--- src/rtl/trig_source_ctrl.sv ---
// trig_source_ctrl: trigger source select, sync/filter/edge conditioning, delayed pulse FSM and status counters; define TRIG_DIVIDER_EN for the event divider
module trig_source_ctrl #(
  parameter int CNT_W = 32,
  parameter int MIN_GAP = 4
) (
  input  logic             clk,
  input  logic             rst,
  input  logic [1:0]       reg_trig_mode,
  input  logic             reg_trig_edge,
  input  logic [15:0]      reg_filter_cycles,
  input  logic [CNT_W-1:0] reg_trig_delay,
  input  logic [CNT_W-1:0] reg_pulse_width,
  input  logic [CNT_W-1:0] reg_int_period,
  input  logic             reg_soft_trig,
  input  logic             reg_cnt_clr,
`ifdef TRIG_DIVIDER_EN
  input  logic [15:0]      reg_trig_div,
`endif
  input  logic             ext_trig_in,
  output logic             trigger_out,
  output logic             trig_busy,
  output logic [CNT_W-1:0] trig_cnt,
  output logic [CNT_W-1:0] trig_miss_cnt
);
  typedef enum logic [1:0] {IDLE, DELAY, PULSE, HOLDOFF} state_t;
  localparam logic [CNT_W-1:0] ONE = CNT_W'(1);
  localparam logic [CNT_W-1:0] GAP = CNT_W'(MIN_GAP);
  state_t state, state_nx;
  logic s1, s2, filt, filt_q, ext_evt, int_evt, evt, start, abort, div_ok;
  logic [15:0] flt_cnt;
  logic [CNT_W-1:0] per_cnt, cnt, w_lat, wid1;
  always_ff @(posedge clk or posedge rst)
    if (rst) begin
      s1 <= 1'b0;
      s2 <= 1'b0;
      filt <= 1'b0;
      filt_q <= 1'b0;
      ext_evt <= 1'b0;
      flt_cnt <= '0;
    end else begin
      s1 <= ext_trig_in;
      s2 <= s1;
      filt_q <= filt;
      ext_evt <= reg_trig_edge ? (filt_q & ~filt) : (filt & ~filt_q);
      if (s2 == filt) flt_cnt <= '0;
      else if (flt_cnt >= reg_filter_cycles) begin
        filt <= s2;
        flt_cnt <= '0;
      end else flt_cnt <= flt_cnt + 16'd1;
    end
  assign int_evt = reg_trig_mode == 2'd1 && reg_int_period != '0 && per_cnt >= reg_int_period - ONE;
  always_ff @(posedge clk or posedge rst)
    if (rst) per_cnt <= '0;
    else per_cnt <= (reg_trig_mode != 2'd1 || reg_int_period == '0 || int_evt) ? '0 : per_cnt + ONE;
  always_comb
    evt = reg_trig_mode == 2'd1 ? int_evt :
          reg_trig_mode == 2'd2 ? ext_evt :
          reg_trig_mode == 2'd3 ? reg_soft_trig : 1'b0;
`ifdef TRIG_DIVIDER_EN
  logic [15:0] div_cnt;
  logic [1:0] mode_q;
  assign div_ok = div_cnt >= reg_trig_div;
  always_ff @(posedge clk or posedge rst)
    if (rst) begin
      div_cnt <= '0;
      mode_q <= '0;
    end else begin
      mode_q <= reg_trig_mode;
      if (reg_trig_mode != mode_q) div_cnt <= '0;
      else if (state == IDLE && evt) div_cnt <= div_ok ? '0 : div_cnt + 16'd1;
    end
`else
  assign div_ok = 1'b1;
`endif
  assign start = state == IDLE && evt && div_ok;
  assign abort = reg_trig_mode == 2'd0;
  assign wid1 = reg_pulse_width == '0 ? ONE : reg_pulse_width;
  always_ff @(posedge clk or posedge rst)
    if (rst) state <= IDLE;
    else state <= state_nx;
  always_comb begin
    state_nx = state;
    case (state)
      IDLE:    if (start) state_nx = reg_trig_delay == '0 ? PULSE : DELAY;
      DELAY:   if (abort) state_nx = HOLDOFF; else if (cnt == ONE) state_nx = PULSE;
      PULSE:   if (abort || cnt == ONE) state_nx = HOLDOFF;
      HOLDOFF: if (cnt == ONE) state_nx = IDLE;
      default: state_nx = IDLE;
    endcase
  end
  always_comb begin
    trigger_out = state == PULSE;
    trig_busy = state != IDLE;
  end
  always_ff @(posedge clk or posedge rst)
    if (rst) begin
      cnt <= '0;
      w_lat <= '0;
    end else begin
      if (start) w_lat <= wid1;
      if (state_nx != state)
        cnt <= state_nx == DELAY ? reg_trig_delay :
               state_nx == PULSE ? (state == IDLE ? wid1 : w_lat) :
               state_nx == HOLDOFF ? GAP : '0;
      else if (state != IDLE) cnt <= cnt - ONE;
    end
  always_ff @(posedge clk or posedge rst)
    if (rst) begin
      trig_cnt <= '0;
      trig_miss_cnt <= '0;
    end else if (reg_cnt_clr) begin
      trig_cnt <= '0;
      trig_miss_cnt <= '0;
    end else begin
      if (state_nx == PULSE && state != PULSE && ~&trig_cnt) trig_cnt <= trig_cnt + ONE;
      if (evt && state != IDLE && ~&trig_miss_cnt) trig_miss_cnt <= trig_miss_cnt + ONE;
    end
endmodule

--- config.mk ---
export PLATFORM = sky130hd
export DESIGN_NAME = trig_source_ctrl
export DESIGN_NICKNAME = d
export VERILOG_FILES = /design/src/rtl/trig_source_ctrl.sv
export SDC_FILE = /design/constraint.sdc
export NUM_CORES = 1
export LEC_CHECK = 0
export CORE_AREA = 5 5 164 166
export CTS_CLUSTER_DIAMETER = 40
export DETAILED_ROUTE_END_ITERATION = 7
export DIE_AREA = 0 0 169 171
export GPL_ROUTABILITY_DRIVEN = 1
export PLACE_DENSITY_LB_ADDON = 0.25
export SLEW_MARGIN = 0
export SYNTH_ARGS = -nofsm -noshare
export SYNTH_HDL_FRONTEND = slang
export SYNTH_SLANG_ARGS = --single-unit
--- constraint.sdc ---
create_clock -name clk -period 8.7 [get_ports clk]
set_input_delay 0.87 -clock clk [delete_from_list [all_inputs] [get_ports clk]]
set_output_delay 0.87 -clock clk [all_outputs]
set_load 0.02 [all_outputs]
==> flow_summary.yaml <==
outcome:
  status: "finished clean"
place:
  dp_cells: 1684
  dp_hpwl_mm: 21.2
  numPortBuffers: 185
  place_congestion: 0.850
grt:
  grt_pass1_wl_mm: 48.3
  antenna_found_initial: 2
  track_usage_pct: 20.2
  grt_max_degree: 106
  grt_overflow_total: 0
  grt_pass1_vias: 9545
clocking:
  ctsResizeCount: 0
  cts_tree: "built"
  cts_buffers: 17
  clk_latency_ps: 430
  cts_max_level: 4
  clkTransAtPathRegs_ps: 70
  clockBufferDepth: 2
  cts_root_buffer: "clkbuf_16"
  cts_setup_buffers: 0
  cts_hold_buf: 0
  clock-sinks: 183
synth:
  yosys-top-cells-count: "dfrtp_1 (183), nor2_1 (123), nand2_1 (72)"
  ys_types: 63
  ys_async_sr_fraction_pct: 100
  yosysMostFrequentCell: "dfrtp_1"
  synth-edff-count: 0
  avgSynthCellArea_sq_um: 9.31
  ys_seq_area_share_pct: 40.9
  synthTopCellsByArea: "dfrtp_1 (41%), ha_1 (6.1%), xor2_1 (4.8%)"
  yosysTopAreaCellShare_pct: 40.9
  synth_seq_cells: 183
  syn_nets: 1379
  ys.flop_type: "dfrtp_1"
  synth_cells: 1204
  synth_top_cell_by_area: "dfrtp_1"
  yosysWarningCount: 0
  synth_area_sq_um: 11200
power_and_ir_drop:
  power_density_nw_per_um2: 164
  vdd_drop_max_uv: 158
  power_leakage_nw: 5.59
timing:
  layout_worst_path_cycle_share_pct: 70.0
  fin_setup_tns_ps: 0
  finalCriticalPeriod_ps: 6090
  max_freq_ghz: 0.164
  fin_skew_ps: 18.8
  maxSlewViolCount: 0
  worst_pin_slew_ps: 1190
  max_slew_margin_pct: 20.5
  timing_hold_violations_final: 0
  setup_violations: 0
  rsz0062_at_grt: "false"
finish:
  n_antenna_cell: 0
  multi_input_area_sq_um: 6320
  final-seq-area_sq_um: 4580
  area_growth_pct: 24.6
  fillers: 2309
  drive_above_1_share_pct: 6.73
  fin_cells: 1716
  fin_nets: 1543
worst_setup_path:
  critPathArrivalTime_ps: 6430
  startpoint: "reg_int_period[4]"
  required_ps: 9040
  path_class: "primary input to register"
  reg2reg_setup_slack_ps: 4720
  start_kind: "primary input"
  crit_fanout: 17
  crit_path_end_kind: "register"
  r2r_start: "per_cnt[15]"
route:
  first_iter_violations: 613
  via_per_inst: 5.64
  dr_total_vias: 9681
  wire_per_inst_um: 17.1
  remaining_drc_errors: 0
  drtAntennaViolNets: 0
  finalWirelength_mm: 29.4
  firstDrtPassIters: 4
die:
  start_util_pct: 44.0
  num_io_pins: 186
  rows: 59
  core_area_sq_um: 25500
  dieArea_sq_um: 28900
  die_x_um: 169
  die_height_um: 171
worst_hold_path:
  hold_class: "register to register"
  hp-start: "s1"
run:
  drv_cap: 0
-- cell usage in the layout (no fill, tap or decap), drive strengths merged, types with 13 or more instances in the layout --
cell / n
or4: 27
and4: 13
o21ai: 72
xor2: 62
mux2i: 33
nor4: 42
and3: 20
o31ai: 16
nand3: 50
nand2: 72
ha: 55
or3: 32
a21oi: 65
inv: 45
clkbuf: 18
mux2: 36
nand4: 27
clkdlybuf4s50: 184
dfrtp: 183
a22oi: 26
nor2: 123
nor3: 31
xnor2: 61
-- layout make-up --
cell class,instances,area share [%]
Clock buffer,18,3.07
Clock inverter,14,1.12
Inverter,40,1.11
Multi-Input combinational cell,933,45.3
Sequential cell,183,32.8
Tap cell,335,3.00
Timing Repair Buffer,193,13.6
-- per-stage QoR --
stage	instance area, sq um	utilization, %	setup slack [ps]	total power, mW	hold slack [ps]
2_1_floorplan	11200	-	2860	1.37	331
3_5_place_dp	13400	52.6	2210	1.53	336
3_3_place_gp	13400	52.6	2350	1.51	334
6_report	14000	54.9	2610	2.30	350
4_1_cts	14000	54.9	2640	2.31	353
5_1_grt	14000	54.9	2190	2.42	366
-- registers in the layout, summed over array words and instances, names as in the netlist, 2 cells and up --
name           cells
flt_cnt           16
per_cnt           32
state              2
w_lat             32
trig_cnt          32
cnt               32
trig_miss_cnt     32
-- logic make-up (layout without fill, tap and decap cells) --
kind of cell             count (synthesis)  in the layout  share of synthesized area, %
AND/OR/NAND/NOR                        468            468                          22.0
AO/OA/AOI/OAI                          218            218                          11.9
flip-flops                             183            183                          40.9
XOR/XNOR                               123            123                          9.61
buffers and inverters                   88            265                          2.98
multiplexers                            69             69                          6.56
adder cells (fa/ha/maj)                 55             55                          6.14
-- final timing paths --
kind / end / cells after the start
worst max-delay path: cnt[6] / 17
worst min-delay path: s2 / 0
worst max register to register: cnt[6] / 10
worst min register to register: s2 / 0
max in group asynchronous: per_cnt[19] / 3
min in group asynchronous: s1 / 2
-- where the power goes --
part,leakage [nW],switching [mW],internal (mW)
logic,2.84,0.215,0.243
registers,2.47,0.0907,0.965
clock network,0.286,0.373,0.409
total,5.59,0.678,1.62
-- critical path, stage by stage --
cell and delay [ps]:
clkdlybuf4s50_1 510, nor4_1 580, nand4_1 250, nor3_1 290, nand2b_1 160, nor3_1 260
nand2_1 110, xor2_1 160, ha_1 320, nand4_1 170, or4_1 580, a311o_1 360
o211a_1 290, nor3_2 860, buf_4 380, a22oi_1 120, o21ai_0 150
-- metal layers --
| layer | vias up | GRT usage (%) | wire [um] |
|---|---|---|---|
| met3 | 35 | 3.58 | 1370 |
| met2 | 219 | 33.1 | 13900 |
| li1 | 4730 | - | - |
| met5 | - | 0 | 27 |
| met1 | 4693 | 27.5 | 13700 |
| met4 | 4 | 5.92 | 480 |
Power figures use the tool's default switching activity.
